[src/rtl/rf_pkg.sv]
// Shared types and helpers for the multi-port register file.
// Holds the clear-sequencer state encoding, address-width helper and priority select.
package rf_pkg;

    typedef enum logic {RF_CLEAR, RF_RUN} rf_state_t;

    localparam int RF_MAX_PORTS = 8;
    localparam int RF_SEL_W     = 3;

    typedef struct packed {
        logic                hit;
        logic [RF_SEL_W-1:0] idx;
    } rf_sel_t;

    function automatic int rf_addr_w(input int nregs);
        return $clog2(nregs);
    endfunction

    // The highest set bit wins, so the youngest matching write port is selected.
    function automatic rf_sel_t rf_prio_sel(input logic [RF_MAX_PORTS-1:0] match);
        rf_sel_t s;
        s = '0;
        for (int i = 0; i < RF_MAX_PORTS; i++) begin
            if (match[i]) begin
                s.hit = 1'b1;
                s.idx = RF_SEL_W'(i);
            end
        end
        return s;
    endfunction

endpackage

[src/rtl/rf_mp_if.sv]
// Read/write port bundle of the register file; RF_SCOREBOARD_EN adds the alloc/pending signals.
interface rf_mp_if
    import rf_pkg::*;
#(
    parameter int XLEN   = 32,
    parameter int NREGS  = 32,
    parameter int NREAD  = 2,
    parameter int NWRITE = 2
);
    localparam int AW = rf_addr_w(NREGS);

    logic                   o_ready;
    logic [NREAD*AW-1:0]    i_raddr;
    logic [NREAD*XLEN-1:0]  o_rdata;
    logic [NWRITE-1:0]      i_wen;
    logic [NWRITE*AW-1:0]   i_waddr;
    logic [NWRITE*XLEN-1:0] i_wdata;
`ifdef RF_SCOREBOARD_EN
    logic                   i_alloc_en;
    logic [AW-1:0]          i_alloc_addr;
    logic [NREAD-1:0]       o_pending;
`endif

    modport master (
        output i_raddr, i_wen, i_waddr, i_wdata,
`ifdef RF_SCOREBOARD_EN
        output i_alloc_en, i_alloc_addr,
        input  o_pending,
`endif
        input  o_ready, o_rdata
    );

    modport slave (
        input  i_raddr, i_wen, i_waddr, i_wdata,
`ifdef RF_SCOREBOARD_EN
        input  i_alloc_en, i_alloc_addr,
        output o_pending,
`endif
        output o_ready, o_rdata
    );

endinterface

[src/rtl/rf_clear_seq.sv]
// Post-reset clear sequencer: walks entries 1..NREGS-1 writing zero, then raises ready.
// Latency: ready rises NREGS-1 edges after reset release.
// Backpressure: none; the array ignores port writes while clearing.
module rf_clear_seq
    import rf_pkg::*;
#(
    parameter int NREGS = 32
) (
    input  logic                        i_clk,
    input  logic                        i_rst,
    output logic                        ready,
    output logic                        clear_we,
    output logic [rf_addr_w(NREGS)-1:0] clear_addr
);
    localparam int AW = rf_addr_w(NREGS);

    rf_state_t     state;
    logic [AW-1:0] cnt;

    always_ff @(posedge i_clk or posedge i_rst) begin
        if (i_rst) begin
            state <= RF_CLEAR;
            cnt   <= AW'(1);
            ready <= 1'b0;
        end else begin
            case (state)
                RF_CLEAR: begin
                    if (cnt == AW'(NREGS - 1)) begin
                        state <= RF_RUN;
                        ready <= 1'b1;
                    end else begin
                        cnt <= cnt + AW'(1);
                    end
                end
                RF_RUN:  state <= RF_RUN;
                default: state <= RF_CLEAR;
            endcase
        end
    end

    assign clear_we   = (state == RF_CLEAR);
    assign clear_addr = cnt;

endmodule

[src/rtl/rf_mp.sv]
// Multi-port register file: NREAD combinational reads, NWRITE synchronous writes, entry 0 reads zero.
// Latency: writes land on the edge; reads are same-cycle, with optional write bypass (BYPASS_EN).
// Backpressure: none; o_ready low during the post-reset clear. Optional: RF_SCOREBOARD_EN.
module rf_mp
    import rf_pkg::*;
#(
    parameter int XLEN      = 32,
    parameter int NREGS     = 32,
    parameter int NREAD     = 2,
    parameter int NWRITE    = 2,
    parameter int BYPASS_EN = 0
) (
    input  logic   i_clk,
    input  logic   i_rst,
    rf_mp_if.slave bus
);
    localparam int AW = rf_addr_w(NREGS);

    logic          ready;
    logic          clear_we;
    logic [AW-1:0] clear_addr;

    logic [XLEN-1:0] mem [NREGS];

    rf_clear_seq #(.NREGS(NREGS)) u_clear (
        .i_clk      (i_clk),
        .i_rst      (i_rst),
        .ready      (ready),
        .clear_we   (clear_we),
        .clear_addr (clear_addr)
    );

    assign bus.o_ready = ready;

    // No reset on the array itself; the clear walk zeroes it instead.
    // Later loop iterations override earlier ones, so the highest-index port wins.
    always_ff @(posedge i_clk) begin
        if (clear_we) begin
            mem[clear_addr] <= '0;
        end else begin
            for (int w = 0; w < NWRITE; w++) begin
                if (bus.i_wen[w] && bus.i_waddr[w*AW +: AW] != '0)
                    mem[bus.i_waddr[w*AW +: AW]] <= bus.i_wdata[w*XLEN +: XLEN];
            end
        end
    end

`ifdef RF_SCOREBOARD_EN
    logic [NREGS-1:0] pending;
    logic [NREGS-1:0] pending_nxt;
    logic [NREAD-1:0] pend_c;

    // Alloc is applied after the write clears because it belongs to a younger instruction.
    always_comb begin
        pending_nxt = pending;
        for (int w = 0; w < NWRITE; w++) begin
            if (bus.i_wen[w])
                pending_nxt[bus.i_waddr[w*AW +: AW]] = 1'b0;
        end
        if (bus.i_alloc_en)
            pending_nxt[bus.i_alloc_addr] = 1'b1;
        pending_nxt[0] = 1'b0;
    end

    always_ff @(posedge i_clk or posedge i_rst) begin
        if (i_rst)
            pending <= '0;
        else if (!ready)
            pending <= '0;
        else
            pending <= pending_nxt;
    end

    assign bus.o_pending = pend_c;
`endif

    logic [NREAD*XLEN-1:0]   rdata_c;
    logic [AW-1:0]           ra;
    logic [XLEN-1:0]         rd;
    logic [RF_MAX_PORTS-1:0] match;
    rf_sel_t                 sel;

    always_comb begin
        rdata_c = '0;
        ra      = '0;
        rd      = '0;
        match   = '0;
        sel     = '0;
`ifdef RF_SCOREBOARD_EN
        pend_c  = '0;
`endif
        for (int r = 0; r < NREAD; r++) begin
            ra    = bus.i_raddr[r*AW +: AW];
            match = '0;
            for (int w = 0; w < NWRITE; w++) begin
                if (BYPASS_EN != 0 && bus.i_wen[w] && bus.i_waddr[w*AW +: AW] == ra)
                    match[w] = 1'b1;
            end
            sel = rf_prio_sel(match);
            rd  = mem[ra];
            if (sel.hit)
                rd = bus.i_wdata[int'(sel.idx)*XLEN +: XLEN];
            if (!ready || ra == '0)
                rd = '0;
            rdata_c[r*XLEN +: XLEN] = rd;
`ifdef RF_SCOREBOARD_EN
            pend_c[r] = ready && pending[ra] && !sel.hit;
`endif
        end
    end

    assign bus.o_rdata = rdata_c;

endmodule

[src/flat_wrapper.sv]
// flat-port wrapper written by rule: the top's interface ports become plain ports
module rf_mp_flat import rf_pkg::*;
#(
    parameter int XLEN      = 32,
    parameter int NREGS     = 32,
    parameter int NREAD     = 2,
    parameter int NWRITE    = 2,
    parameter int BYPASS_EN = 0
)
  (i_clk, i_rst, bus_i_raddr, bus_i_wen, bus_i_waddr, bus_i_wdata, bus_o_ready, bus_o_rdata);
  rf_mp_if #(.XLEN(XLEN), .NREGS(NREGS), .NREAD(NREAD), .NWRITE(NWRITE)) bus_i ();
  input  logic i_clk;
  input  logic i_rst;
  input wire logic [$bits(bus_i.i_raddr)-1:0] bus_i_raddr;
  input wire logic [$bits(bus_i.i_wen)-1:0] bus_i_wen;
  input wire logic [$bits(bus_i.i_waddr)-1:0] bus_i_waddr;
  input wire logic [$bits(bus_i.i_wdata)-1:0] bus_i_wdata;
  output wire logic [$bits(bus_i.o_ready)-1:0] bus_o_ready;
  output wire logic [$bits(bus_i.o_rdata)-1:0] bus_o_rdata;
  assign bus_i.i_raddr = bus_i_raddr;
  assign bus_i.i_wen = bus_i_wen;
  assign bus_i.i_waddr = bus_i_waddr;
  assign bus_i.i_wdata = bus_i_wdata;
  assign bus_o_ready = bus_i.o_ready;
  assign bus_o_rdata = bus_i.o_rdata;
  rf_mp #(.XLEN(XLEN), .NREGS(NREGS), .NREAD(NREAD), .NWRITE(NWRITE), .BYPASS_EN(BYPASS_EN)) u_core (.i_clk(i_clk), .i_rst(i_rst), .bus(bus_i));
endmodule
[config.mk]
export PLATFORM = sky130hd
export DESIGN_NAME = rf_mp_flat
export DESIGN_NICKNAME = d
export VERILOG_FILES = /design/src/rtl/rf_pkg.sv /design/src/rtl/rf_mp_if.sv /design/src/rtl/rf_clear_seq.sv /design/src/rtl/rf_mp.sv /design/src/flat_wrapper.sv
export SDC_FILE = /design/constraint.sdc
export NUM_CORES = 2
export LEC_CHECK = 0
export BUFFER_PORTS_ARGS = -buffer_cell sky130_fd_sc_hd__buf_2
export CELL_PAD_IN_SITES_DETAIL_PLACEMENT = 2
export CELL_PAD_IN_SITES_GLOBAL_PLACEMENT = 2
export CORE_MARGIN = 2
export CORE_UTILIZATION = 25
export CTS_CLUSTER_DIAMETER = 40
export CTS_CLUSTER_SIZE = 14
export DETAILED_ROUTE_END_ITERATION = 10
export PLACE_DENSITY = 0.6
export SLEW_MARGIN = 30
export SYNTH_ARGS = -nofsm -noshare
export SYNTH_HDL_FRONTEND = slang
export SYNTH_SLANG_ARGS = --single-unit
[constraint.sdc]
create_clock -name i_clk -period 3.75 [get_ports i_clk]
set_input_delay 0.1875 -clock i_clk [delete_from_list [all_inputs] [get_ports i_clk]]
set_output_delay 0.1875 -clock i_clk [all_outputs]
set_load 0.005 [all_outputs]
==> implementation parameters <==
Parameter                              Value

Setup path
  Required @ worst endpoint    around 3.6 ns
  Critical path capture point type    primary output
  Worst path arrival time    3.39 ns
  Worst path buffer plus inverter count    2
  Delay of the slowest cell on the worst path    between 0.5 and 0.6 ns
  Critical path's top delay family    simple AND/OR/NAND/NOR gates
  Register-to-Register Path Depth    6
  Sort of element at the start of the critical path    flip-flop
  Peak fanout along the critical path    14
  Crit-path cells    and4b_2 -> buf_4 -> a22o_1 -> a31oi_1 -> nand4_1 -> buf_2
  Path type of the worst setup path    reg2out
  Worst-path cell with the longest stage delay    sky130_fd_sc_hd__dfrtp_2
  Crit. path cell count    6

Detailed routing
  Detailed-route DRC error count    0
  Avg WL per Cell    ~35 um
  Total via count in the routed design    between 40k and 50k
  Number of detailed-routing iterations run before antenna repair    5
  Vias per inst    around 5.7
  Detailed Route WL    between 300 and 400 mm
  Number of antenna-violating nets in the routed design    0
  Drt initial violations    between 5k and 6k

Timing
  Clock period minus worst slack    3.58 ns
  Measured slew at the worst slew-check pin    1.05 ns
  Number of hold violations in the final report    0
  Summed negative setup slack over all endpoints    0 ns
  RSZ-0062 raised after global routing    false
  Max-slew violation count    0
  Remaining max-slew budget at the tightest pin    about 30%
  Final period utilization    a little over nine tenths
  Final setup fails    0
  Setup clock skew after layout    around 0.035 ns
  Slack of the critical path    between 0.15 and 0.2 ns
  Fmax    between 200 and 300 MHz

Yosys
  Total nets after synthesis    about 5.4k
  Cell Area, Synth    59000 um^2
  Dominant cell type by area after synthesis    sky130_fd_sc_hd__edfxtp_1
  Area contributors post-synth    sky130_fd_sc_hd__edfxtp_1, sky130_fd_sc_hd__mux4_2, sky130_fd_sc_hd__mux2i_1, sky130_fd_sc_hd__o21ai_0, sky130_fd_sc_hd__nand2_1
  Post-Syn Instances    5347
  Synth async-reset ratio    less than 1%
  Average cell area after synthesis    approximately 11 um^2
  Sequential area share after synthesis    around 52%
  Count of yosys warnings during synthesis    0
  Number of enable flip-flop cells after synthesis    between 1k and 1.5k
  Count of unique library cells instantiated by Yosys    55
  Area share of the largest cell type after synthesis    a little over half
  Most frequently used flop master after synthesis    sky130_fd_sc_hd__edfxtp_1
  #FFs+latches synth    just over 1k

Outcome
  Status    finished, final reports clean

Placed design
  Port Buffer Count    between 150 and 200
  Area after DPL    64800 um^2
  Routability Congestion    between 0.8 and 0.9
  Pre-CTS WS    approximately 0.68 ns
  HPWL reported at the end of detailed placement    about 200 mm

GRT
  GR met3 Demand/Resource    3.74%
  Gr busiest metal    met2
  Vias in the first global route    about 51k
  Overall global routing resource usage    between 20% and 30%
  Met1 Resource Use GR    between 30% and 40%
  Pin count of the biggest net entering global routing    65
  Initial antenna violation count    28
  GR Util met2    between 40 and 50%
  GRT overflow    0
  Wire length of the first global-routing pass    416 mm

Clock tree
  Clock transition time at the flip-flop clock pins of the worst setup and hold paths    0.05 ns
  Buffers from clock root to sink, at most    3
  CTS tree    done
  Clock sink total    a little over 1k
  Skew-Pair Late Insertion Delay    about 0.85 ns
  Maximum level of the CTS H-tree    4
  Total CTS buffers    around 180
  Clock root buffer master    sky130_fd_sc_hd__clkbuf_16

Floorplanning
  Number of placed I/O pins    between 150 and 200
  Die area    240000 um^2
  Number of cell rows    about 180
  Core Area    235000 um^2
  Initial Util    25.1%
  Horizontal extent of the die    a little under 500 um
  Die Ht    around 490 um

Finish
  Most common cell after layout, fill and taps aside    sky130_fd_sc_hd__nand2_1
  Fraction of layout instances using a drive strength above 1    between 20% and 30%
  Signed area change from the synthesized netlist to the final layout    21.1%
  Share of the core filled with cells in the final layout    30.4%
  Post-layout net count    5467
  Final cell area excluding filler cells    71400 um^2
  Leading cell types in the layout, fill and taps excluded    sky130_fd_sc_hd__nand2_1, sky130_fd_sc_hd__edfxtp_1, sky130_fd_sc_hd__o21ai_0
  Register cell area after layout    a little over 30000 um^2
  Area taken by multi-input logic gates    about 26000 um^2
  Filler cells    roughly 25k

Power and ir drop
  Worst-case vdd ir drop    about 0.52 mV
  Leakage    roughly 0.025 uW
  Power per standard cell area    between 400 and 500 nW/um^2

Worst hold path
  Number of cells traversed by the worst hold path    3
  Min-delay worst type    in2reg

Flow run
  MaxCap Viol Count    0
==> Yosys cell counts, types with 2 or more instances <==
cell type	instances
sky130_fd_sc_hd__nor4_1	4
sky130_fd_sc_hd__mux4_2	252
sky130_fd_sc_hd__a22oi_1	256
sky130_fd_sc_hd__inv_1	35
sky130_fd_sc_hd__nor4bb_1	2
sky130_fd_sc_hd__buf_1	5
sky130_fd_sc_hd__mux2_2	2
sky130_fd_sc_hd__a32oi_1	8
sky130_fd_sc_hd__buf_6	9
sky130_fd_sc_hd__xnor2_1	2
sky130_fd_sc_hd__mux2i_1	520
sky130_fd_sc_hd__nor3_1	31
sky130_fd_sc_hd__and4b_1	3
sky130_fd_sc_hd__a21o_1	2
sky130_fd_sc_hd__nand2_1	1095
sky130_fd_sc_hd__and3_1	24
sky130_fd_sc_hd__buf_2	244
sky130_fd_sc_hd__nand4_1	65
sky130_fd_sc_hd__nor2_1	22
sky130_fd_sc_hd__nand2b_1	5
sky130_fd_sc_hd__clkbuf_1	359
sky130_fd_sc_hd__a21oi_1	60
sky130_fd_sc_hd__edfxtp_1	1024
sky130_fd_sc_hd__a31oi_1	36
sky130_fd_sc_hd__o211ai_1	2
sky130_fd_sc_hd__o21ai_1	65
sky130_fd_sc_hd__nor2b_1	8
sky130_fd_sc_hd__nor3b_2	2
sky130_fd_sc_hd__and2_1	6
sky130_fd_sc_hd__dfrtp_1	6
sky130_fd_sc_hd__ha_1	2
sky130_fd_sc_hd__buf_4	33
sky130_fd_sc_hd__nand3_1	140
sky130_fd_sc_hd__o21ai_0	931
sky130_fd_sc_hd__nor3b_1	4
sky130_fd_sc_hd__o21bai_1	31
sky130_fd_sc_hd__a22o_1	34
==> flip-flops by register name, indices dropped and copies added (netlist names) <==
register,cells
u_core.mem,1024
u_core.u_clear.clear_addr,5
u_core.u_clear.ready,1
u_core.u_clear.state,1
==> per-stage QoR <==
step	hold slack [ns]	total power [uW]	instances
after floorplan	-0.00983	14800	5347
after global placement	0.240	16300	8292
after detailed placement	0.244	16400	8303
after CTS	0.00596	33400	8670
after global routing	0.0662	34000	8682
final	0.0478	33300	8686
==> metal layers <==
layer  share of wire [%]  routed length (um)  vias up
met5               0.012                  35        -
met4                 4.5               13600        6
met3                 6.3               19000      545
met2                  48              146000     1964
met1                  41              123000    26600
li1                    -                   -    20200
==> report_power, final <==
part | switching [uW] | leakage [uW] | internal, uW
clock | 6470 | 0.00293 | 10500
combinational | 2400 | 0.0117 | 1070
sequential | 22.0 | 0.0107 | 12800
total | 8890 | 0.0253 | 24400
==> final timing paths <==
| path | from | to | slack (ns) |
|---|---|---|---|
| setup / recovery | u_core.u_clear.ready | bus_o_rdata[50] | 0.17 |
| hold / removal | bus_i_wdata[47] | u_core.mem[21][15] | 0.05 |
| setup reg to reg | u_core.u_clear.state | u_core.mem[16][5] | 0.71 |
| hold reg to reg | u_core.u_clear.clear_addr[0] | u_core.u_clear.clear_addr[0] | 0.60 |
| max in group asynchronous | i_rst | u_core.u_clear.ready | 2.79 |
| min in group asynchronous | i_rst | u_core.u_clear.clear_addr[1] | 0.54 |
==> cell families (layout without fill, tap and decap cells) <==
family	after synthesis	in the layout	synth area share, %
buffers and inverters	685	860	5.20
adder cells (fa/ha/maj)	2	2	0.0424
flip-flops	1031	1031	52.4
other	0	14	0
multiplexers	774	774	18.5
XOR/XNOR	3	3	0.0445
AO/OA/AOI/OAI	1431	1431	13.8
AND/OR/NAND/NOR	1421	1421	10.1
==> worst min-delay path, delay by kind of cell <==
kind	cells	cell delay, ns
compound gates	1	0.07
buf+inv	1	0.32
simple gates	1	0.13
==> layout make-up <==
| class | count | area share, % |
|---|---|---|
| antenna | 14 | 0.0490 |
| clock buffer | 205 | 6.53 |
| clock inverter | 123 | 2.04 |
| inverter | 35 | 0.184 |
| multi-input combinational | 3631 | 36.0 |
| sequential | 1031 | 43.3 |
| tap | 3150 | 5.52 |
| timing repair buffer | 497 | 6.35 |
==> what timing repair did <==
| action | in CTS | in global routing |
|---|---|---|
| pin swaps | 1 | 2 |
| setup buffers | 5 | 0 |
| resized for setup | 0 | 3 |
| endpoints found under the setup margin | 1 | 3 |
| endpoints found under the hold margin | 208 | 0 |
| hold buffers | 34 | 0 |
Note: power is estimated with default switching activity, not from simulation.
